==> src/rtl/mem_bus_ctrl_pkg.sv <==
// Shared definitions for the memory bus controller.
// Holds the requester command encodings, the controller FSM state type and
// the default memory-mapped register addresses.
package mem_bus_ctrl_pkg;

  typedef enum logic [1:0] {
    CMD_NONE  = 2'b00,
    CMD_READ  = 2'b01,
    CMD_WRITE = 2'b10,
    CMD_ILL   = 2'b11
  } cmd_e;

  typedef enum logic [1:0] {
    IDLE,
    ACCESS,
    RESP
  } state_e;

  localparam logic [8:0] LED_ADDR_DEFAULT = 9'h100;
  localparam logic [8:0] SW_ADDR_DEFAULT  = 9'h140;

endpackage

==> src/rtl/rr_arb2.sv <==
// Two-way round-robin arbiter.
// Ports:
//   clk, reset : clock and synchronous active-high reset
//   req[1:0]   : request vector (bit 0 = CPU, bit 1 = loader)
//   advance    : a grant is being taken this cycle; update the pointer
//   grant[1:0] : one-hot grant (combinational from req and pointer)
module rr_arb2 (
  input  logic       clk,
  input  logic       reset,
  input  logic [1:0] req,
  input  logic       advance,
  output logic [1:0] grant
);

  // 1 when the loader received the most recent grant.
  logic last_ld_q;

  always_comb begin
    grant = '0;
    unique case (req)
      2'b01:   grant = 2'b01;
      2'b10:   grant = 2'b10;
      2'b11:   grant = last_ld_q ? 2'b01 : 2'b10;
      default: grant = '0;
    endcase
  end

  // Reset to "loader last" so the CPU takes the first tie.
  always_ff @(posedge clk) begin
    if (reset) begin
      last_ld_q <= 1'b1;
    end else if (advance && (|req)) begin
      last_ld_q <= grant[1];
    end
  end

endmodule

==> src/rtl/mem_bus_ctrl.sv <==
// Memory bus controller: arbitrates a CPU and a loader onto a single-port
// synchronous RAM plus a memory-mapped LED register and switch input.
// Ports:
//   clk, reset                       : clock, synchronous active-high reset
//   cpu_cmd/addr/wdata, cpu_rdata/ack: CPU requester
//   ld_cmd/addr/wdata, ld_rdata/ack  : loader requester
//   ram_addr/write/din, ram_dout     : RAM port (1-cycle read latency)
//   sw, led                          : switch input, LED register output
//   bus_err                          : pulse with ack on illegal/unmapped access
module mem_bus_ctrl
  import mem_bus_ctrl_pkg::*;
#(
  parameter logic [8:0] LED_ADDR = LED_ADDR_DEFAULT,
  parameter logic [8:0] SW_ADDR  = SW_ADDR_DEFAULT
) (
  input  logic        clk,
  input  logic        reset,
  input  logic [1:0]  cpu_cmd,
  input  logic [8:0]  cpu_addr,
  input  logic [15:0] cpu_wdata,
  output logic [15:0] cpu_rdata,
  output logic        cpu_ack,
  input  logic [1:0]  ld_cmd,
  input  logic [8:0]  ld_addr,
  input  logic [15:0] ld_wdata,
  output logic [15:0] ld_rdata,
  output logic        ld_ack,
  output logic [8:0]  ram_addr,
  output logic        ram_write,
  output logic [15:0] ram_din,
  input  logic [15:0] ram_dout,
  input  logic [7:0]  sw,
  output logic [7:0]  led,
  output logic        bus_err
);

  state_e      state_q, state_d;
  cmd_e        cmd_q;
  logic [8:0]  addr_q;
  logic [15:0] wdata_q;
  logic        sel_ld_q;
  logic [7:0]  led_q;
  logic [15:0] cpu_rdata_q, ld_rdata_q;

  logic [1:0]  req_vec;
  logic [1:0]  grant;
  logic        advance;

  assign req_vec = {ld_cmd != CMD_NONE, cpu_cmd != CMD_NONE};

  rr_arb2 u_arb (
    .clk     (clk),
    .reset   (reset),
    .req     (req_vec),
    .advance (advance),
    .grant   (grant)
  );

  always_comb begin
    state_d = state_q;
    advance = 1'b0;
    unique case (state_q)
      IDLE: begin
        if (|req_vec) begin
          advance = 1'b1;
          state_d = ACCESS;
        end
      end
      ACCESS:  state_d = RESP;
      RESP:    state_d = IDLE;
      default: state_d = IDLE;
    endcase
  end

  // Address decode of the latched request.
  logic        is_ram, is_led, is_sw, is_ill, unmapped;
  logic        in_access, resp_live;
  logic        led_we;
  logic [15:0] rd_val;

  assign is_ram   = ~addr_q[8];
  assign is_led   = (addr_q == LED_ADDR);
  assign is_sw    = (addr_q == SW_ADDR);
  assign is_ill   = (cmd_q == CMD_ILL);
  assign unmapped = addr_q[8] && !is_led && !is_sw;

  // Reset gates the in-flight cycle so an aborted transaction has no effect.
  assign in_access = (state_q == ACCESS) && !reset;
  assign resp_live = (state_q == RESP) && !reset;

  always_comb begin
    rd_val = '0;
    if (!is_ill) begin
      if (is_ram)      rd_val = ram_dout;
      else if (is_led) rd_val = {8'h00, led_q};
      else if (is_sw)  rd_val = {8'h00, sw};
    end
  end

  assign ram_addr  = in_access ? addr_q : '0;
  assign ram_din   = in_access ? wdata_q : '0;
  assign ram_write = in_access && (cmd_q == CMD_WRITE) && is_ram;
  assign led_we    = in_access && (cmd_q == CMD_WRITE) && is_led;

  assign cpu_ack = resp_live && !sel_ld_q;
  assign ld_ack  = resp_live && sel_ld_q;
  assign bus_err = resp_live && (is_ill || unmapped);
  assign led     = led_q;

  // RAM data only exists during RESP, so rdata bypasses the holding register
  // in the ack cycle and the register keeps it afterwards.
  assign cpu_rdata = cpu_ack ? rd_val : cpu_rdata_q;
  assign ld_rdata  = ld_ack  ? rd_val : ld_rdata_q;

  always_ff @(posedge clk) begin
    if (reset) begin
      state_q     <= IDLE;
      cmd_q       <= CMD_NONE;
      addr_q      <= '0;
      wdata_q     <= '0;
      sel_ld_q    <= 1'b0;
      led_q       <= '0;
      cpu_rdata_q <= '0;
      ld_rdata_q  <= '0;
    end else begin
      state_q <= state_d;
      if (advance) begin
        sel_ld_q <= grant[1];
        cmd_q    <= cmd_e'(grant[1] ? ld_cmd : cpu_cmd);
        addr_q   <= grant[1] ? ld_addr : cpu_addr;
        wdata_q  <= grant[1] ? ld_wdata : cpu_wdata;
      end
      if (led_we)  led_q       <= wdata_q[7:0];
      if (cpu_ack) cpu_rdata_q <= rd_val;
      if (ld_ack)  ld_rdata_q  <= rd_val;
    end
  end

endmodule

==> config.mk <==
export PLATFORM = sky130hd
export DESIGN_NAME = mem_bus_ctrl
export DESIGN_NICKNAME = d
export VERILOG_FILES = /design/src/rtl/mem_bus_ctrl_pkg.sv /design/src/rtl/rr_arb2.sv /design/src/rtl/mem_bus_ctrl.sv
export SDC_FILE = /design/constraint.sdc
export NUM_CORES = 1
export LEC_CHECK = 0
export BUFFER_PORTS_ARGS = -buffer_cell sky130_fd_sc_hd__buf_4
export CAP_MARGIN = 25
export CORE_UTILIZATION = 41
export CTS_CLUSTER_DIAMETER = 40
export DETAILED_ROUTE_END_ITERATION = 10
export PLACE_DENSITY = 0.7
export SYNTH_ARGS = -nofsm -noshare
export SYNTH_HDL_FRONTEND = slang
export SYNTH_SLANG_ARGS = --single-unit
export TNS_END_PERCENT = 5
==> constraint.sdc <==
create_clock -name clk -period 4.1 [get_ports clk]
set_clock_uncertainty 0.2 [all_clocks]
set_input_delay 0 -clock clk [delete_from_list [all_inputs] [get_ports clk]]
set_output_delay 0 -clock clk [all_outputs]
set_load 0.05 [all_outputs]
=== Word level (Yosys, flattened, before mapping) ===
Cells that the tools add are included.

* Equal/unequal tests: 10
* Muxes and demuxes: 17
* Bitwise gates (word level): 1
* Reduce and logical (&&, ||, !) cells: 20

{| class="wikitable"
|+ Operators with widths
! cell !! count
|-
| two-way mux 16 bit || 6
|-
| equality test 9 bit, second input constant || 2
|-
| two-way mux 9 bit || 2
|-
| two-way mux 8 bit || 2
|-
| logical AND 1 bit || 11
|-
| equality test 2 bit, second input constant || 5
|-
| two-way mux 2 bit || 3
|-
| one-hot mux 2 bit (3 select lines) || 1
|-
| equality test 2 x 1 -> 1 bit, second input constant || 2
|-
| zero test 1 bit || 4
|-
| one-hot mux 2 bit (2 select lines) || 1
|-
| nonzero test 2 bit || 2
|-
| zero test 2 bit || 1
|-
| two-way mux 1 bit || 2
|-
| != test 2 bit, second input constant || 1
|-
| OR reduction 2 bit || 1
|-
| logical OR 1 bit || 1
|-
| NOT 1 bit || 1
|}

* Flip-flop bits (word level): 71
* Bits of input ports: 80
* Word-level logic and storage cells: 57

=== Longest topological paths before layout ===
Gate-level depths: netlist of run 1.

* Depth in word-level cells: 6
* Mapped depth: 6
* Depth with buffers taken out: 6

=== By module ===
From an unflattened synthesis of run 1, not the netlist that was laid out.

* Cells, all modules: 409
* Area total of the unflattened synthesis: 3618.5 sq um

{| class="wikitable"
|+ Modules (own cells, without submodules)
! module !! instances !! cells an instance !! area each (sq um)
|-
| mem_bus_ctrl || 1 || 402 || 3557.2
|-
| rr_arb2 || 1 || 7 || 61.3
|}

=== Least setup slack after synthesis of run 1 ===
No wires, ideal clock.

* Kind: register -> output
* From: reg state_q[1]
* To: out ram_write
* Arrival time: 2461 ps
* Required time: 3900 ps
* Path slack: 1439 ps
* Cell stages (with the launch flop): 4
* Path buffers: 1
* Path through: dfxtp_1 -> buf_2 -> nor3b_1 -> nor4bb_1

* Word-level cells in the longest chain between the ends: 4

{| class="wikitable"
|+ Ends and longest elaborated chain
! element !! RTL line !! source
|-
| from (decl) || mem_bus_ctrl.sv:37 || <nowiki>state_e state_q, state_d;</nowiki>
|-
| from (signal assigned) || mem_bus_ctrl.sv:126 || <nowiki>state_q <= state_d;</nowiki>
|-
| equality test 2 x 1 -> 1 bit || mem_bus_ctrl.sv:88 || <nowiki>assign in_access = (state_q == ACCESS) && !reset;</nowiki>
|-
| logical AND 1 bit || mem_bus_ctrl.sv:88 ||
|-
| logical AND 1 bit (2 in series) || mem_bus_ctrl.sv:102 || <nowiki>assign ram_write = in_access && (cmd_q == CMD_WRITE) && is_ram;</nowiki>
|-
| to (decl) || mem_bus_ctrl.sv:29 || <nowiki>output logic ram_write,</nowiki>
|}

Every way passes these cells.

=== Worst setup path in the final report of run 1 ===
* From: in reset
* To: out cpu_rdata[4]

* Word-level cells in the longest chain between the ends: 4

{| class="wikitable"
|+ Ends and longest elaborated chain
! element !! RTL line !! source
|-
| from (decl) || mem_bus_ctrl.sv:17 || <nowiki>input logic reset,</nowiki>
|-
| zero test 1 bit || mem_bus_ctrl.sv:89 || <nowiki>assign resp_live = (state_q == RESP) && !reset;</nowiki>
|-
| logical AND 1 bit || mem_bus_ctrl.sv:89 ||
|-
| logical AND 1 bit || mem_bus_ctrl.sv:105 || <nowiki>assign cpu_ack = resp_live && !sel_ld_q;</nowiki>
|-
| two-way mux 16 bit || n/a ||
|-
| to (decl) || mem_bus_ctrl.sv:21 || <nowiki>output logic [15:0] cpu_rdata,</nowiki>
|}

Every way passes these cells.

==> impl_metrics.ini, run 1 <==
[status]
outcome = finished clean

[setup_path]
crit_slowest_cell = dlygate4sd3_1
crit_family = buffers and inverters
rrSetupSlack_ns = 1.60
max_stage_delay_ns = 0.54
r2r-start = state_q[0]
r2r_cells = 6
crit_arrival_ns = 2.72
cp-end-kind = primary output
crit_end = cpu_rdata[4]
startpoint_type = primary input
path_cells = dlygate4sd3_1, buf_4, nor2_1, nand3b_2, inv_1, nand2_1, nor2_1, a21o_1, buf_4
critPathKind = primary input to primary output
setup.worst_path.start = reset
path_max_fanout = 59
worst-path-stages = 9
rr_endpoint = cpu_rdata_q[14]
path_buf_inv = 4
required_ns = 3.90

[timing]
holdWs_ns = 0.00867
min_period_ns = 2.92
setup_violations = 0
tightest_slew_ns = 1.03
rsz0062_at_grt = false
fin_setup_tns_ns = 0
fin_crit_sh_pct = 71.2
final_hold_viol_count = 0
max_freq_mhz = 342
setup_ws_ns = 1.18
drv_slew = 0
maxSlewHeadroom_pct = 31.1

[routing]
via_per_inst = 5.15
drc_errors = 0
detail-route-antenna-nets = 0
vias = 3634
wire_per_inst_um = 14.4
firstDrtPassIters = 4
wirelength_um = 10100
drt_iter0_markers = 98

[yosys]
synthTopCellsByArea = dfxtp_1, mux2i_1, a21o_1, nor2_1, a211oi_1
synthAdderAreaFrac_pct = 0
netlist_area_um2 = 3400
synth_top_family_by_area = simple AND/OR/NAND/NOR gates
yosysUniqueCellTypes = 31
yosys_warnings = 0
synth_mux_area_share_pct = 12.4
syn_nets = 472
yosys_register_bits = 71
yosysTopAreaCellShare_pct = 41.8
synthXorXnorAreaFrac_pct = 0
synth_largest_area_cell = dfxtp_1
postSynthCellCount = 392
synthSimpleGateAreaFrac_pct = 23.7
seq_area_frac_synth_pct = 41.8
synth-compound-area-share_pct = 18.7
syn-mean-instance-area_um2 = 8.67

[placed_design]
dp_hpwl_um = 6860
place_congestion = 0.774
io_buffers = 148
place_ws_ns = 1.75

[global_routing]
grt-ovfl-total = 0
grt_max_degree = 60
grt_util_met2_pct = 39.5
grt.total_usage_pct = 23.5
grt_use_met1_pct = 29.3
antenna_found_initial = 0
grt_first_pass_wirelength_um = 16100
grt_most_used_layer = met2
use_met3_pct = 6.59
grt_pass1_vias = 3428

[clock_network]
clk_latency_ns = 0.33
cts_tree = built
postCtsResizedCells = 0
cts_buffers = 9
clock-root-buffer = clkbuf_8
cts_max_path_buffers = 2
clock-sinks = 71
htree_levels = 3
clk_pin_slew_worst_paths_ns = 0.07

[final_layout]
syn2layout_area_growth_pct = 60.6
layout_commonest_cell = buf_4
insertedDiodeCount = 0
mostFrequentLayoutCells = buf_4, dfxtp_1, dlygate4sd3_1
drive_above_1_share_pct = 29.8
nets = 680

[die]
core_area_um2 = 7890
placementRows = 32
die-area_um2 = 8650
start_util_pct = 43.1
die_w_um = 93.0
die_height_um = 93.0
num_io_pins = 149

[min_path]
hold_path.class = primary input to flop

[job]
drv_cap = 0

[pwr]
cellLeakagePower_nw = 2.89
power.density_nw_per_um2 = 320
vdd_ir_drop_max_v = 0.000136
[cells by family after synthesis]
logic type | after synthesis
AO/OA/AOI/OAI | 91
buffers and inverters | 27
AND/OR/NAND/NOR | 162
flip-flops | 71
multiplexers | 41
[power breakdown]
part | leakage, nW | internal (W) | total [W] | switching (W)
clock | 0.0898 | 0.000267 | 0.000506 | 0.000239
sequential | 0.581 | 0.000734 | 0.000780 | 0.0000454
combinational | 2.22 | 0.000225 | 0.000457 | 0.000232
total | 2.89 | 0.00123 | 0.00174 | 0.000516
[synthesized netlist by cell type]
cell / number
nor2b_1: 8
nor3b_1: 3
and4bb_2: 1
clkbuf_1: 18
a21oi_1: 23
nor4_1: 1
nand4_4: 1
nand2_1: 44
a211oi_1: 25
nand3b_1: 1
nor4bb_1: 1
o21ai_0: 1
o21ai_2: 1
a211o_1: 1
and2_1: 24
inv_1: 2
buf_2: 5
nor4_4: 1
nand3_1: 16
nor2_1: 54
a21o_1: 32
nor3_2: 1
nand3b_2: 1
nor3_1: 1
mux2i_1: 33
buf_4: 2
or3_1: 3
dfxtp_1: 71
a41oi_1: 8
mux2_2: 8
nand3_2: 1
[worst register-to-register path, delay by kind of cell, from the launching register on]
family	cells	cell delay, ns
AND/OR/NAND/NOR	3	0.77
buffers and inverters	2	0.97
AO/OA/AOI/OAI	1	0.15
flip-flops	1	0.36
[worst min-delay path by stage]
stage / startpoint / to / depth (start not counted) / slack [ns]
floorplan: ram_dout[10] / cpu_rdata_q[10] / 2 / -0.03
global placement: ram_dout[14] / cpu_rdata_q[14] / 3 / 0.11
detailed placement: ram_dout[10] / cpu_rdata_q[10] / 3 / 0.11
CTS: ram_dout[2] / ld_rdata_q[2] / 5 / 0.002
global route: ram_dout[2] / cpu_rdata_q[2] / 5 / 0.05
finish: ram_dout[5] / cpu_rdata_q[5] / 5 / 0.009
[metrics by stage]
step	util [%]	power (W)	area [um2]	std cells
floorplan	-	0.00104	3400	392
global placement	57.8	0.00116	4560	619
detailed placement	57.8	0.00117	4560	619
CTS	69.1	0.00174	5450	705
global route	69.2	0.00182	5460	706
finish	69.2	0.00174	5460	706
[repair_timing]
item,in CTS,in global routing
endpoints found under the setup margin,0,0
hold buffers,71,0
buffers inserted,0,0
endpoints found under the hold margin,60,0
[layer usage]
metal  vias to the layer above  wire length (um)  part of all wire (%)
li1                       1802                 -                     -
met1                      1696              4440                    44
met2                       123              4880                    48
met3                        13               708                   7.0
met4                         0               119                   1.2
met5                         -                 0                     0
[sequential cells by signal, indices dropped and copies added, names as in the netlist]
register / count
cpu_rdata_q: 16
ld_rdata_q: 16
wdata_q: 16
addr_q: 9
led: 8
cmd_q: 2
state_q: 2
sel_ld_q: 1
u_arb.last_ld_q: 1
[final cells by class]
class,count,area (um2)
flip-flops and latches,71,1420
fillers,630,2430
well taps,102,128
multi-input cells,294,1880
inverters,2,7.51
repair buffers,222,1840
clock buffers,15,176
Note: power is estimated with default switching activity, not from simulation.
==> inputs of run 2 (changes only) <==
--- a/config.mk
+++ b/config.mk
@@ -10,7 +10,7 @@
 export CORE_UTILIZATION = 41
 export CTS_CLUSTER_DIAMETER = 40
 export DETAILED_ROUTE_END_ITERATION = 10
-export PLACE_DENSITY = 0.7
+export PLACE_DENSITY = 0.73
 export SYNTH_ARGS = -nofsm -noshare
 export SYNTH_HDL_FRONTEND = slang
 export SYNTH_SLANG_ARGS = --single-unit
==> constraint.sdc (replaced) <==
create_clock -name clk -period 2.55 [get_ports clk]
set_clock_uncertainty 0.2 [all_clocks]
set_input_delay 0 -clock clk [delete_from_list [all_inputs] [get_ports clk]]
set_output_delay 0 -clock clk [all_outputs]
set_load 0.05 [all_outputs]
==> run 2 against run 1 <==
  * Sequential share of layout area shrank 0.45 points
  * Utilization grew 1.2 points
  * Via count is essentially flat
  * Clock-buffer cell count shrank 4
  * Die area is the same
  * Non-clock buffer count grew 5
  * First-iteration DRC count grew 16%
  * Worst setup slack lost 0.98 ns
  * Flip-flop and latch count is the same
  * Combinational power grew 67%
==> impl_metrics.ini, run 2 (same netlist as run 1, synthesis figures left out) <==
[routing]
firstDrtPassIters = 4
via_per_inst = 5.10
drt_iter0_markers = 114
drc_errors = 0
wirelength_um = 10300
wire_per_inst_um = 14.4
vias = 3632
detail-route-antenna-nets = 0

[global_routing]
grt-ovfl-total = 0
grt.total_usage_pct = 24.5
grt_pass1_vias = 3600
grt_first_pass_wirelength_um = 16700
antenna_found_initial = 0
grt_max_degree = 54

[placed_design]
dp_hpwl_um = 7060
io_buffers = 148
place_congestion = 0.824

[timing]
setup_violations = 0
min_period_ns = 2.35
tightest_slew_ns = 0.593
drv_slew = 0
fin_crit_sh_pct = 92.1
holdWs_ns = 0.0105
fin_setup_tns_ns = 0
maxSlewHeadroom_pct = 60.4
rsz0062_at_grt = false
final_hold_viol_count = 0
max_freq_mhz = 426

[die]
die-area_um2 = 8650
placementRows = 32
core_area_um2 = 7890
num_io_pins = 149
die_height_um = 93.0
die_w_um = 93.0
start_util_pct = 43.1

[final_layout]
insertedDiodeCount = 0
syn2layout_area_growth_pct = 63.4
mostFrequentLayoutCells = buf_4, dfxtp_1, dlygate4sd3_1
drive_above_1_share_pct = 31.5
top_regs = cpu_rdata_q x16, ld_rdata_q x16, wdata_q x16
layout_commonest_cell = buf_4
nets = 685

[setup_path]
required_ns = 2.35
cp-end-kind = primary output
path_buf_inv = 2
rrSetupSlack_ns = 0.28
path_cells = nor2_1, nand3b_2, inv_1, nand2_1, nor2_1, a21o_1, buf_4
crit_arrival_ns = 2.15
crit_family = simple AND/OR/NAND/NOR gates
startpoint_type = flop
max_stage_delay_ns = 0.35
crit_slowest_cell = dfxtp_1
critPathKind = flop to primary output
worst-path-stages = 7
r2r-start = state_q[1]
r2r_cells = 4
rr_endpoint = cmd_q[0]
cp_common_cell = nor2_1
path_max_fanout = 11

[clock_network]
clock-sinks = 71
clock-root-buffer = clkbuf_8
cts_tree = built
clk_latency_ns = 0.34
clk_pin_slew_worst_paths_ns = 0.07
postCtsResizedCells = 0
cts_max_path_buffers = 2
htree_levels = 3
cts_buffers = 9

[status]
outcome = finished clean

[min_path]
min_to = cpu_rdata_q[2]
worstHoldPathCells = 5
hp-start = ram_dout[2]
hold_path.class = primary input to flop

[pwr]
power.density_nw_per_um2 = 544
vdd_ir_drop_max_v = 0.000362
cellLeakagePower_nw = 2.94

[job]
drv_cap = 0
-- run 2: how the worst max path moves through the flow --
| stage | startpoint | endpoint | slack, ns |
|---|---|---|---|
| after floorplan | state_q[1] | ram_write | 0.40 |
| after global placement | addr_q[6] | ld_rdata[1] | 0.54 |
| after detailed placement | addr_q[3] | cpu_rdata[1] | 0.54 |
| after CTS | ld_cmd[0] | addr_q[3] | 0.11 |
| after global routing | state_q[0] | cpu_rdata[4] | 0.006 |
| final | state_q[0] | cpu_rdata[4] | 0.20 |
-- run 2: report_power, final --
group          total [W]  internal [W]  leakage (nW)  switching (W)
Sequential       0.00125       0.00118         0.581      0.0000707
Combinational   0.000765      0.000383          2.25       0.000383
Clock            0.00100      0.000578         0.110       0.000422
Total            0.00302       0.00214          2.94       0.000875
-- run 2: metal layers --
layer | vias to the layer above | part of all wire [%] | GRT usage [%]
met5 | - | 0 | 0
met2 | 143 | 48 | 40.8
met1 | 1663 | 43 | 29.2
met4 | 0 | 1.9 | 10.6
met3 | 19 | 7.1 | 6.91
li1 | 1807 | - | -
-- run 2: cell type report --
| class | count | area, um2 |
|---|---|---|
| multi-input combinational | 294 | 1880 |
| tap | 102 | 128 |
| sequential | 71 | 1420 |
| timing repair buffer | 227 | 1890 |
| inverter | 2 | 7.51 |
| clock buffer | 11 | 141 |
| fill | 582 | 2340 |
| clock inverter | 5 | 81.3 |
-- run 2: worst register-to-register path, delay by kind of cell, from the launching register on --
family                 cells  cell delay [ns]
AOI/OAI and AO/OA          1             0.13
buffers and inverters      1             0.56
DFF                        1             0.40
and+or+nand+nor            2             0.92
-- run 2: through the flow --
| stage | cells | area, um2 | worst slack (ns) | util (%) | power [W] |
|---|---|---|---|---|---|
| after floorplan | 392 | 3400 | 0.399 | - | 0.00167 |
| after global placement | 625 | 4610 | 0.540 | 58.5 | 0.00188 |
| after detailed placement | 625 | 4610 | 0.537 | 58.5 | 0.00190 |
| after CTS | 709 | 5520 | 0.112 | 69.9 | 0.00300 |
| after global routing | 712 | 5550 | 0.00612 | 70.4 | 0.00315 |
| final | 712 | 5550 | 0.202 | 70.4 | 0.00302 |
-- run 2: repair_timing --
action,in CTS,in global routing
hold endpoints to repair,51,0
hold buffers,68,0
buffers inserted,0,2
endpoints found under the setup margin,0,1
